<file path="config.mk">
export PLATFORM = sky130hd
export DESIGN_NAME = knn_query_sequencer
export DESIGN_NICKNAME = d
export VERILOG_FILES = /design/src/rtl/knn_query_sequencer.sv
export SDC_FILE = /design/constraint.sdc
export NUM_CORES = 1
export LEC_CHECK = 0
export BUFFER_PORTS_ARGS = -buffer_cell sky130_fd_sc_hd__buf_4
export CORE_UTILIZATION = 60
export DETAILED_ROUTE_END_ITERATION = 12
export PLACE_DENSITY_LB_ADDON = 0.05
export SLEW_MARGIN = 20
export SYNTH_ARGS = -nofsm -noshare
export SYNTH_HDL_FRONTEND = slang
export SYNTH_SLANG_ARGS = --single-unit
</file>
<file path="constraint.sdc">
create_clock -name clk -period 15.6 [get_ports clk]
set_clock_uncertainty 0.2 [all_clocks]
set_input_delay 4.68 -clock clk [delete_from_list [all_inputs] [get_ports clk]]
set_output_delay 4.68 -clock clk [all_outputs]
set_load 0.05 [all_outputs]
</file>
<file path="src/rtl/knn_query_sequencer.sv">
// Training-set buffer and query sequencer that drives the KNN core and returns its prediction.
// Optional watchdog on the prediction wait is enabled by defining KNN_TIMEOUT_EN.
module knn_query_sequencer #(
  parameter int unsigned DATA_WIDTH = 8,
  parameter int unsigned FEATURES   = 8,
  parameter int unsigned DEPTH      = 16,
  parameter int unsigned TIMEOUT    = 255,
  localparam int unsigned VW        = DATA_WIDTH * FEATURES,
  localparam int unsigned CW        = $clog2(DEPTH + 1)
) (
  input  logic          clk,
  input  logic          rst,
  input  logic          wr_en,
  input  logic [VW-1:0] wr_data,
  input  logic          wr_label,
  input  logic          clr,
  input  logic          test_valid,
  input  logic [VW-1:0] test_data,
  output logic          test_ready,
  output logic [VW-1:0] train_data_o,
  output logic          train_label_o,
  output logic          data_valid_o,
  output logic          training_done_o,
  output logic [VW-1:0] test_data_o,
  input  logic          pred_valid_i,
  input  logic          pred_label_i,
  output logic          result_valid,
  output logic          result_label,
  output logic          result_err,
  input  logic          result_ready,
  output logic [CW-1:0] count,
  output logic          full,
  output logic          busy
);

  localparam int unsigned IW = (DEPTH > 1) ? $clog2(DEPTH) : 1;

  typedef enum logic [2:0] {StIdle, StStream, StDone, StWait, StResult} state_e;

  state_e        state_q, state_d;
  logic [CW-1:0] count_q, count_d;
  logic [CW-1:0] rd_idx_q, rd_idx_d;
  logic [VW-1:0] train_data_q, train_data_d;
  logic          train_label_q, train_label_d;
  logic          data_valid_q, data_valid_d;
  logic          done_q, done_d;
  logic [VW-1:0] test_data_q, test_data_d;
  logic          result_valid_q, result_valid_d;
  logic          result_label_q, result_label_d;

  // Each entry stores {label, vector}.
  logic [VW:0]   mem_q [DEPTH];

  logic          is_idle;
  logic          full_w;
  logic          wr_fire;
  logic          test_fire;

  assign is_idle   = (state_q == StIdle);
  assign full_w    = (count_q == CW'(DEPTH));
  assign wr_fire   = is_idle && wr_en && !clr && !full_w;
  assign test_fire = test_valid && test_ready;

  assign test_ready      = is_idle && (count_q != '0) && !clr;
  assign train_data_o    = train_data_q;
  assign train_label_o   = train_label_q;
  assign data_valid_o    = data_valid_q;
  assign training_done_o = done_q;
  assign test_data_o     = test_data_q;
  assign result_valid    = result_valid_q;
  assign result_label    = result_label_q;
  assign count           = count_q;
  assign full            = full_w;
  assign busy            = !is_idle;

`ifdef KNN_TIMEOUT_EN
  logic [15:0] wdog_q, wdog_d;
  logic        result_err_q, result_err_d;
  assign result_err = result_err_q;
`else
  logic unused_timeout;
  assign unused_timeout = (TIMEOUT == 0);
  assign result_err     = 1'b0;
`endif

  always_ff @(posedge clk) begin
    if (wr_fire) begin
      mem_q[count_q[IW-1:0]] <= {wr_label, wr_data};
    end
  end

  always_comb begin
    state_d        = state_q;
    count_d        = count_q;
    rd_idx_d       = rd_idx_q;
    train_data_d   = train_data_q;
    train_label_d  = train_label_q;
    data_valid_d   = data_valid_q;
    done_d         = done_q;
    test_data_d    = test_data_q;
    result_valid_d = result_valid_q;
    result_label_d = result_label_q;
`ifdef KNN_TIMEOUT_EN
    wdog_d         = wdog_q;
    result_err_d   = result_err_q;
`endif

    unique case (state_q)
      StIdle: begin
        if (clr) begin
          count_d = '0;
        end else if (wr_fire) begin
          count_d = count_q + CW'(1);
        end
        if (test_fire) begin
          test_data_d                   = test_data;
          data_valid_d                  = 1'b1;
          {train_label_d, train_data_d} = mem_q[0];
          rd_idx_d                      = CW'(1);
          state_d                       = StStream;
        end
      end
      StStream: begin
        if (rd_idx_q == count_q) begin
          data_valid_d = 1'b0;
          done_d       = 1'b1;
          rd_idx_d     = '0;
          state_d      = StDone;
        end else begin
          data_valid_d                  = 1'b1;
          {train_label_d, train_data_d} = mem_q[rd_idx_q[IW-1:0]];
          rd_idx_d                      = rd_idx_q + CW'(1);
        end
      end
      StDone: begin
        done_d  = 1'b0;
        state_d = StWait;
`ifdef KNN_TIMEOUT_EN
        wdog_d  = '0;
`endif
      end
      StWait: begin
        if (pred_valid_i) begin
          result_valid_d = 1'b1;
          result_label_d = pred_label_i;
          state_d        = StResult;
`ifdef KNN_TIMEOUT_EN
          result_err_d   = 1'b0;
        end else if (wdog_q == 16'(TIMEOUT - 1)) begin
          // Prediction gave up on: report an aborted query with a zero label.
          result_valid_d = 1'b1;
          result_label_d = 1'b0;
          result_err_d   = 1'b1;
          state_d        = StResult;
        end else begin
          wdog_d = wdog_q + 16'd1;
`endif
        end
      end
      StResult: begin
        if (result_ready) begin
          result_valid_d = 1'b0;
          state_d        = StIdle;
        end
      end
      default: state_d = StIdle;
    endcase
  end

  always_ff @(posedge clk or posedge rst) begin
    if (rst) begin
      state_q        <= StIdle;
      count_q        <= '0;
      rd_idx_q       <= '0;
      train_data_q   <= '0;
      train_label_q  <= 1'b0;
      data_valid_q   <= 1'b0;
      done_q         <= 1'b0;
      test_data_q    <= '0;
      result_valid_q <= 1'b0;
      result_label_q <= 1'b0;
`ifdef KNN_TIMEOUT_EN
      wdog_q         <= '0;
      result_err_q   <= 1'b0;
`endif
    end else begin
      state_q        <= state_d;
      count_q        <= count_d;
      rd_idx_q       <= rd_idx_d;
      train_data_q   <= train_data_d;
      train_label_q  <= train_label_d;
      data_valid_q   <= data_valid_d;
      done_q         <= done_d;
      test_data_q    <= test_data_d;
      result_valid_q <= result_valid_d;
      result_label_q <= result_label_d;
`ifdef KNN_TIMEOUT_EN
      wdog_q         <= wdog_d;
      result_err_q   <= result_err_d;
`endif
    end
  end

endmodule

</file>
==> results of run 1 <==
cell usage in the layout, fill, tap and decap left out, drive strengths merged, types with 8 or more instances in the layout:
master      n
a2111oi    66
a22o       64
buf       321
bufinv      9
clkbuf    159
clkinv     47
dfrtp     146
edfxtp   1040
inv        14
mux2       67
mux2i     132
mux4      192
nand2      80
nor2       75
o21ai       9
o22ai      65
o31ai      65
xor2        8
logic make-up after synthesis:
logic type,Yosys count
XOR/XNOR,9
other,1
adder cells (fa/ha/maj),5
buffers and inverters,146
flip-flops,1186
AND/OR/NAND/NOR,202
multiplexers,391
AO/OA/AOI/OAI,285
stage by stage:
stage | utilization | area [um^2] | power, mW | hold slack [ns]
after global routing | 0.6991 | 52130 | 9.874 | 0.3022
after floorplan | - | 45230 | 5.993 | 0.3241
after detailed placement | 0.6484 | 48350 | 6.855 | 0.2707
after CTS | 0.6991 | 52130 | 9.572 | 0.2837
final | 0.6991 | 52130 | 9.503 | 0.2795
after global placement | 0.6484 | 48350 | 6.792 | 0.2632
flip-flops by register name, indices dropped and copies added, names as in the netlist:
signal	count
data_valid_o	1
rd_idx_q	5
train_data_o	64
state_q	3
result_valid	1
train_label_o	1
mem_q	1040
result_label	1
count	5
test_data_o	64
training_done_o	1
power by group through the flow:
stage | clock (mW) | combinational [mW] | sequential, mW
detailed placement | 0 | 2.88 | 3.97
CTS | 2.78 | 2.89 | 3.91
global placement | 0 | 2.83 | 3.96
global route | 2.90 | 3.04 | 3.94
finish | 2.73 | 2.87 | 3.90
floorplan | 0 | 1.55 | 4.44
worst max-delay path, cell delays in order:
cell    delay [ns]
buf_4         0.15
nor3_1        0.21
buf_4         0.23
per-layer routing:
layer  share of wire  track usage  wire (um)  up-vias
li1                -            -          -     9811
met1            0.42       0.3933      41640    12050
met2            0.47       0.4132      47250     1036
met3           0.091      0.05205       9124      164
met4           0.020      0.07306       2047       12
met5         0.00081            0         81        -
worst min-delay path by stage:
stage / start / to / slack, ns / depth (start not counted)
after floorplan: rd_idx_q[4] / rd_idx_q[4] / 0.32 / 1
after global placement: train_data_o[2] / train_data_o[2] / 0.26 / 2
after detailed placement: train_data_o[23] / train_data_o[23] / 0.27 / 2
after CTS: train_data_o[23] / train_data_o[23] / 0.28 / 2
after global routing: train_data_o[19] / train_data_o[19] / 0.30 / 2
final: train_data_o[23] / train_data_o[23] / 0.28 / 2
Yosys cell counts, types with 62 or more instances:
library cell / instances
a2111oi_0: 66
a22o_1: 64
clkbuf_1: 69
dfrtp_1: 146
edfxtp_1: 1040
mux2_2: 62
mux2i_1: 132
mux4_2: 192
nand2_1: 80
nor2_1: 74
o22ai_1: 65
o31ai_1: 65
layout make-up:
class	instances	area (um^2)
sequential	1186	34890
timing repair buffer	321	2422
tap	969	1212
multi-input combinational	893	9784
fill	4683	22440
inverter	9	38.79
clock buffer	159	3217
clock inverter	64	564.3
==> impl_metrics.yaml, run 1 <==
clocking:
  clockBufferDepth: 3
  tritoncts: "done"
  clock_latency_ns: 0.67
  cts_buffers: 117
  postCtsSetupRepairBufs: 0
  cts_sinks: 1186
  cts_hold_buffers: 0
  cts-root-buf: "clkbuf_16"
  htreeDepth: 3
  path_clk_slew_ns: 0.06
  cts_resized: 0
logic_synthesis:
  synth.avg_cell_area_um2: 20.33
  dominantRegCellSynth: "edfxtp_1"
  synthArstFlopShare: 0.1231
  synth_compound_area_frac: 0.04875
  ys_top_cells_by_area: "edfxtp_1 (69%), mux4_2 (9.6%), dfrtp_1 (8.1%)"
  ys_warn_count: 0
  synthAdderAreaFrac: 0.001383
  syn-cell-area_um2: 45230
  synth.distinct_cells: 53
  synth_top_area_frac: 0.6905
  synthXorXnorAreaFrac: 0.001743
  ys_ff_latch: 1186
  yosysSeqAreaShare: 0.7713
  syn_inst: 2225
  synth_edf_count: 1040
  synth_top_family_by_area: "multiplexers"
  yosysTopAreaCell: "edfxtp_1"
  yosys.area_share.simple: 0.02022
  synth.mux.area_fraction: 0.1415
  syn_nets: 2367
global_routing:
  first_global_vias: 23600
  overflow: 0
  grt_use_total: 0.2664
  grt_max_degree: 94
  grt_pass1_wl_um: 149000
  antenna_found_initial: 8
timing:
  slew_viol_final: 0
  maxSlewHeadroom: 0.3077
  period_share: 0.6514
  setup_violations: 0
  worst-slew-pin-transition_ns: 1.038
  setup_tns_ns: 0
  post-route-min-period_ns: 10.16
  max_freq_ghz: 0.09840
  rsz0062_at_grt: "false"
  fin_ws_ns: 5.438
  hold_violations: 0
floorplanning:
  die-height_um: 276.5
  num_rows: 100
  die_w_um: 276.5
  coreArea_um2: 74570
  io_pins: 279
  die_area_um2: 76480
  start_util: 0.6065
worst_setup_path:
  critical_path_arrival_ns: 5.28
  required_ns: 10.72
  reg2reg_to: "train_data_o[18]"
  critPathLaunch: "clr"
  critPathCapture: "test_ready"
  rrSetupSlack_ns: 11.14
  start_kind: "input pin"
  r2r_cells: 6
  reg2reg_from: "rd_idx_q[0]"
  cp-end-kind: "primary output"
  crit_path_max_fanout: 11
  crit_type: "in -> out"
power_and_ir_drop:
  p_switching_mw: 3.118
  clkPwrFrac: 0.287
  power.density_nw_per_um2: 182.3
  switching_share: 0.3281
  pwr-share-seq: 0.411
  p_leak_nw: 18.03
  irDropWorstVdd_uv: 127.2
  combPwrFrac: 0.302
  p_int_mw: 6.385
finish:
  drive_gt1_frac: 0.2983
  area_growth_pct: 15.27
  n_antenna_cell: 0
  instances_no_fill: 3601
  finalNetCount: 2670
routing:
  drtAntennaViolNets: 0
  wl_per_cell_um: 27.81
  routed_wl_um: 100100
  drtIter0Drc: 2343
  vias: 23070
  viasPerCell: 6.406
  dr.pass1.iters: 5
  drc_errors: 0
run:
  cap_violations: 0
min_path:
  hold_class: "reg -> reg"
placed_design:
  gp_congestion: 0.7632
  portBuffers: 277
  dp.cells: 3378
  place_ws_ns: 5.454
  hpwl_um: 51390
status:
  outcome: "complete, no violations"
Power figures use the tool's default switching activity.
==> run 2, diff against run 1 <==
- CORE_UTILIZATION: 60 -> 54
- clock period: 15.6 -> 9.3 ns (I/O delays scaled with it)
==> run 2 against run 1 <==
Effect of this change:
- sequential share of layout area decreased by 0.32 points
- non-clock buffer count down 3
- sequential power grew 68%
- die area is 11% higher
- worst setup slack worse by 2.5 ns
- clock power up 74%
- highest routed layer unchanged
- sequential cell count did not move
- critical endpoint unchanged
- combinational power rose by 69%
- first-iteration DRC count shrank 18%
- routed wire length increased by 2.9%
- core utilization fell by 6.4 points
- critical path depth unchanged
==> impl_metrics.yaml, run 2 (same netlist as run 1, synthesis figures left out) <==
floorplanning:
  num_rows: 105
  die_w_um: 291.4
  io_pins: 279
  start_util: 0.5482
  die_area_um2: 84910
  coreArea_um2: 82500
  die-height_um: 291.4
worst_setup_path:
  crit_path_max_fanout: 11
  rrSetupSlack_ns: 4.75
  start_kind: "input pin"
  crit_path_frequent_cell: "buf_4"
  cp_slowest_cell: "buf_4"
  critical_path_arrival_ns: 3.40
  crit_type: "in -> out"
  critPathMaxStageDelay_ns: 0.24
  cp-end-kind: "primary output"
  required_ns: 6.31
  crit_chain: "buf_4 -> nor3_1 -> buf_4"
global_routing:
  first_global_vias: 23830
  grt_busiest_layer: "met2"
  met1_usage: 0.3538
  grt_use_total: 0.2451
  grt_pass1_wl_um: 152300
  overflow: 0
  gr-usage-met3: 0.05131
  use_met2: 0.3877
  antenna_found_initial: 4
  grt_max_degree: 112
timing:
  setup_tns_ns: 0
  setup_violations: 0
  maxSlewHeadroom: 0.2283
  slew_viol_final: 0
  period_share: 0.6873
  hold_violations: 0
  rsz0062_at_grt: "false"
  max_freq_ghz: 0.1565
  worst-slew-pin-transition_ns: 1.155
  post-route-min-period_ns: 6.391
power_and_ir_drop:
  combPwrFrac: 0.301
  power.density_nw_per_um2: 308.4
  irDropWorstVdd_uv: 220.3
  finalPower_mw: 16.15
  clkPwrFrac: 0.295
  p_switching_mw: 5.272
  switching_share: 0.3264
  p_int_mw: 10.88
  pwr-share-seq: 0.405
  p_leak_nw: 18.07
routing:
  viasPerCell: 6.218
  drc_errors: 0
  wl_per_cell_um: 27.88
  drtAntennaViolNets: 0
  dr.pass1.iters: 5
  routed_wl_um: 103000
  drtIter0Drc: 1926
  vias: 22980
clocking:
  cts_buffers: 118
  cts_hold_buffers: 0
  tritoncts: "done"
  cts_resized: 0
  postCtsSetupRepairBufs: 0
  path_clk_slew_ns: 0.06
  cts-root-buf: "clkbuf_16"
  htreeDepth: 3
  clock_latency_ns: 0.67
  clockBufferDepth: 3
  cts_sinks: 1186
placed_design:
  post_dp_cell_area_um2: 48480
  hpwl_um: 52810
  portBuffers: 277
  gp_congestion: 0.7713
  dp.cells: 3476
finish:
  largest_register_ffs: 1040
  final_common_cell: "edfxtp_1"
  finalNetCount: 2668
  final_cell_mix: "edfxtp_1 (1040), buf_4 (315), mux4_2 (192), dfrtp_1 (143), mux2i_1 (132)"
  drive_gt1_frac: 0.2958
  area_growth_pct: 15.83
  instances_no_fill: 3695
  final_area_um2: 52380
min_path:
  hold_class: "reg -> reg"
status:
  outcome: "complete, no violations"
run:
  cap_violations: 0
run 2: cell types whose count changed in the layout (fill, tap and decap cells not counted), sizes merged:
cell	change
clkinv	-5
clkinvlp	-2
inv	-3
diode	+2
buf	-3
bufinv	+6
clkbuf	-2
run 2: per-stage QoR:
step	hold WS, ns	utilization	setup WS (ns)
floorplan	0.3241	-	0.2191
global placement	0.2622	0.5876	2.891
detailed placement	0.2713	0.5876	2.897
CTS	0.2842	0.6349	2.887
global route	0.2994	0.6349	2.844
finish	0.2779	0.6349	2.909
run 2: cell type report:
| cell class | instances | area, um^2 |
|---|---|---|
| Multi-Input combinational cell | 893 | 9784 |
| Clock inverter | 60 | 666.9 |
| Antenna cell | 2 | 5.005 |
| Tap cell | 1070 | 1339 |
| Timing Repair Buffer | 318 | 2425 |
| Clock buffer | 157 | 3231 |
| Inverter | 9 | 38.79 |
| Fill cell | 5674 | 30120 |
| Sequential cell | 1186 | 34890 |
run 2: power by group through the flow:
stage	Sequential, mW	Clock, mW	Combinational, mW
CTS	6.54	4.83	4.91
detailed placement	6.65	0	4.90
finish	6.54	4.76	4.86
global placement	6.63	0	4.83
floorplan	7.44	0	2.61
global route	6.59	5.04	5.14
run 2: worst max-delay path, delay by kind of cell:
kind	cells	cell delay, ns
and+or+nand+nor	1	0.22
buffers and inverters	2	0.39
run 2: routing by layer:
metal / up-vias / share of wire
met5: - / 0.00030
met3: 142 / 0.076
met2: 906 / 0.47
met1: 12120 / 0.43
met4: 4 / 0.018
li1: 9804 / -
run 2: path summary, 6_finish.rpt:
| check | end | cells after the start | startpoint |
|---|---|---|---|
| setup / recovery | test_ready | 3 | clr |
| hold / removal | train_data_o[24] | 2 | train_data_o[24] |
| setup reg to reg | train_data_o[47] | 6 | rd_idx_q[1] |
| hold reg to reg | train_data_o[24] | 2 | train_data_o[24] |
| max in group asynchronous | rd_idx_q[2] | 3 | rst |
| min in group asynchronous | test_data_o[0] | 2 | rst |
==> run 3, diff against run 2 <==
- clock period: 9.3 -> 5.1 ns (I/O delays scaled with it)
==> run 3 against run 2 <==
Effect of this change:
- via count decreased by 0.87%
- die area stayed put
- clock-buffer cell count is 12 higher
- critical endpoint unchanged
- largest power group unchanged
- hold slack improved by 0.0015 ns
- routed wire length shrank 1.2%
- critical path depth is 2 higher
- design area increased by 0.81%
==> impl_metrics.yaml, run 3 (same netlist as run 1, synthesis figures left out) <==
status:
  outcome: "complete, no violations"
global_routing:
  overflow: 0
  first_global_vias: 23690
  grt_pass1_wl_um: 153000
  grt_use_total: 0.2440
  grt_max_degree: 147
  antenna_found_initial: 6
placed_design:
  post_dp_cell_area_um2: 48880
  gp_congestion: 0.7666
  portBuffers: 277
  hpwl_um: 56040
  place_ws_ns: 1.114
finish:
  final_area_um2: 52810
  drive_gt1_frac: 0.3014
  final_common_cell: "edfxtp_1"
  postLayoutCoreUtil: 0.6401
  finalNetCount: 2685
  final_cell_mix: "edfxtp_1 (1040), buf_4 (312), mux4_2 (192), dfrtp_1 (143), mux2i_1 (132)"
  area_growth_pct: 16.77
  largest_register_ffs: 1040
routing:
  dr_wl_met3_um: 7668
  vias: 22780
  dr.pass1.iters: 5
  top_layer_used: "met5"
  drtIter0Drc: 2119
  wl_per_cell_um: 27.35
  drc_errors: 0
  dr_wl_met2_um: 48780
  wl_met1_um: 43660
  drtAntennaViolNets: 0
  viasPerCell: 6.120
  routed_wl_um: 101800
timing:
  max_freq_ghz: 0.2335
  post-route-min-period_ns: 4.282
  rsz0062_at_grt: "false"
  setup_tns_ns: 0
  worst-slew-pin-transition_ns: 1.064
  hold_violations: 0
  fin_ws_ns: 0.8178
  period_share: 0.8396
  setup_violations: 0
  maxSlewHeadroom: 0.2889
  slew_viol_final: 0
floorplanning:
  start_util: 0.5482
  die_w_um: 291.4
  die_area_um2: 84910
  num_rows: 105
  coreArea_um2: 82500
  io_pins: 279
  die-height_um: 291.4
clocking:
  path_clk_slew_ns: 0.06
  cts_resized: 0
  cts_sinks: 1186
  clock_latency_ns: 0.68
  postCtsSetupRepairBufs: 0
  cts-root-buf: "clkbuf_16"
  clockBufferDepth: 3
  htreeDepth: 3
  tritoncts: "done"
  cts_hold_buffers: 0
  cts_buffers: 118
worst_setup_path:
  required_ns: 3.37
  crit_path_max_fanout: 7
  cp-end-kind: "primary output"
  cp_slowest_cell: "nor4b_1"
  crit_type: "reg -> out"
  start_kind: "register"
  critPathMaxStageDelay_ns: 0.69
  crit_chain: "inv_1 -> ha_1 -> nor4b_1 -> nor3_1 -> buf_4"
  critical_path_arrival_ns: 2.55
power_and_ir_drop:
  irDropWorstVdd_uv: 471.2
  finalPower_mw: 29.49
  p_leak_nw: 18.22
  power.density_nw_per_um2: 558.3
min_path:
  hold_class: "reg -> reg"
run:
  cap_violations: 0
[run 3: changes by cell type in the layout (fill, tap and decap cells not counted), moves of 2 or more]
cell,delta
clkinv_1,-2
clkinvlp_4,+2
buf_12,+20
buf_4,-3
bufinv_16,-6
diode_2,+2
clkbuf_1,+5
nor3_4,+3
clkinv_8,+4
clkbuf_8,+6
nor3_2,-3
clkinv_2,-2
[run 3: worst max-delay path: cells and delay by family (launching register included)]
kind	cells	cell delay, ns
adders and majority gates	1	0.23
buffers and inverters	2	0.36
DFF	1	0.47
and+or+nand+nor	2	0.81
[run 3: stage by stage]
step,std cells,hold WS (ns)
after floorplan,2225,0.3241
after global routing,3720,0.2986
after detailed placement,3493,0.2678
after global placement,3493,0.2664
final,3722,0.2794
after CTS,3718,0.2801
[run 3: path summary, 6_finish.rpt]
check / slack (ns) / cells after the start / start / endpoint
max reg2reg: 1.45 / 8 / count[0] / train_data_o[30]
max: 0.82 / 5 / count[0] / test_ready
min reg2reg: 0.28 / 2 / train_data_o[3] / train_data_o[3]
max in group asynchronous: 2.99 / 3 / rst / rd_idx_q[1]
min in group asynchronous: 0.97 / 3 / rst / test_data_o[23]
min: 0.28 / 2 / train_data_o[3] / train_data_o[3]
[run 3: final cells by class]
class | count | area, um^2
Antenna cell | 4 | 10.01
Clock buffer | 169 | 3357
Clock inverter | 56 | 559.3
Fill cell | 5699 | 29690
Inverter | 9 | 37.54
Multi-Input combinational cell | 893 | 9809
Sequential cell | 1186 | 34890
Tap cell | 1070 | 1339
Timing Repair Buffer | 335 | 2803
[run 3: power breakdown]
group | internal (mW) | switching [mW]
Combinational | 3.51 | 5.37
Clock | 5.03 | 3.57
Sequential | 11.3 | 0.741
[run 3: routing by layer]
metal / track usage / up-vias
met5: 0.002836 / -
met4: 0.05648 / 6
met3: 0.04345 / 134
met2: 0.3923 / 868
met1: 0.3519 / 11900
li1: - / 9867
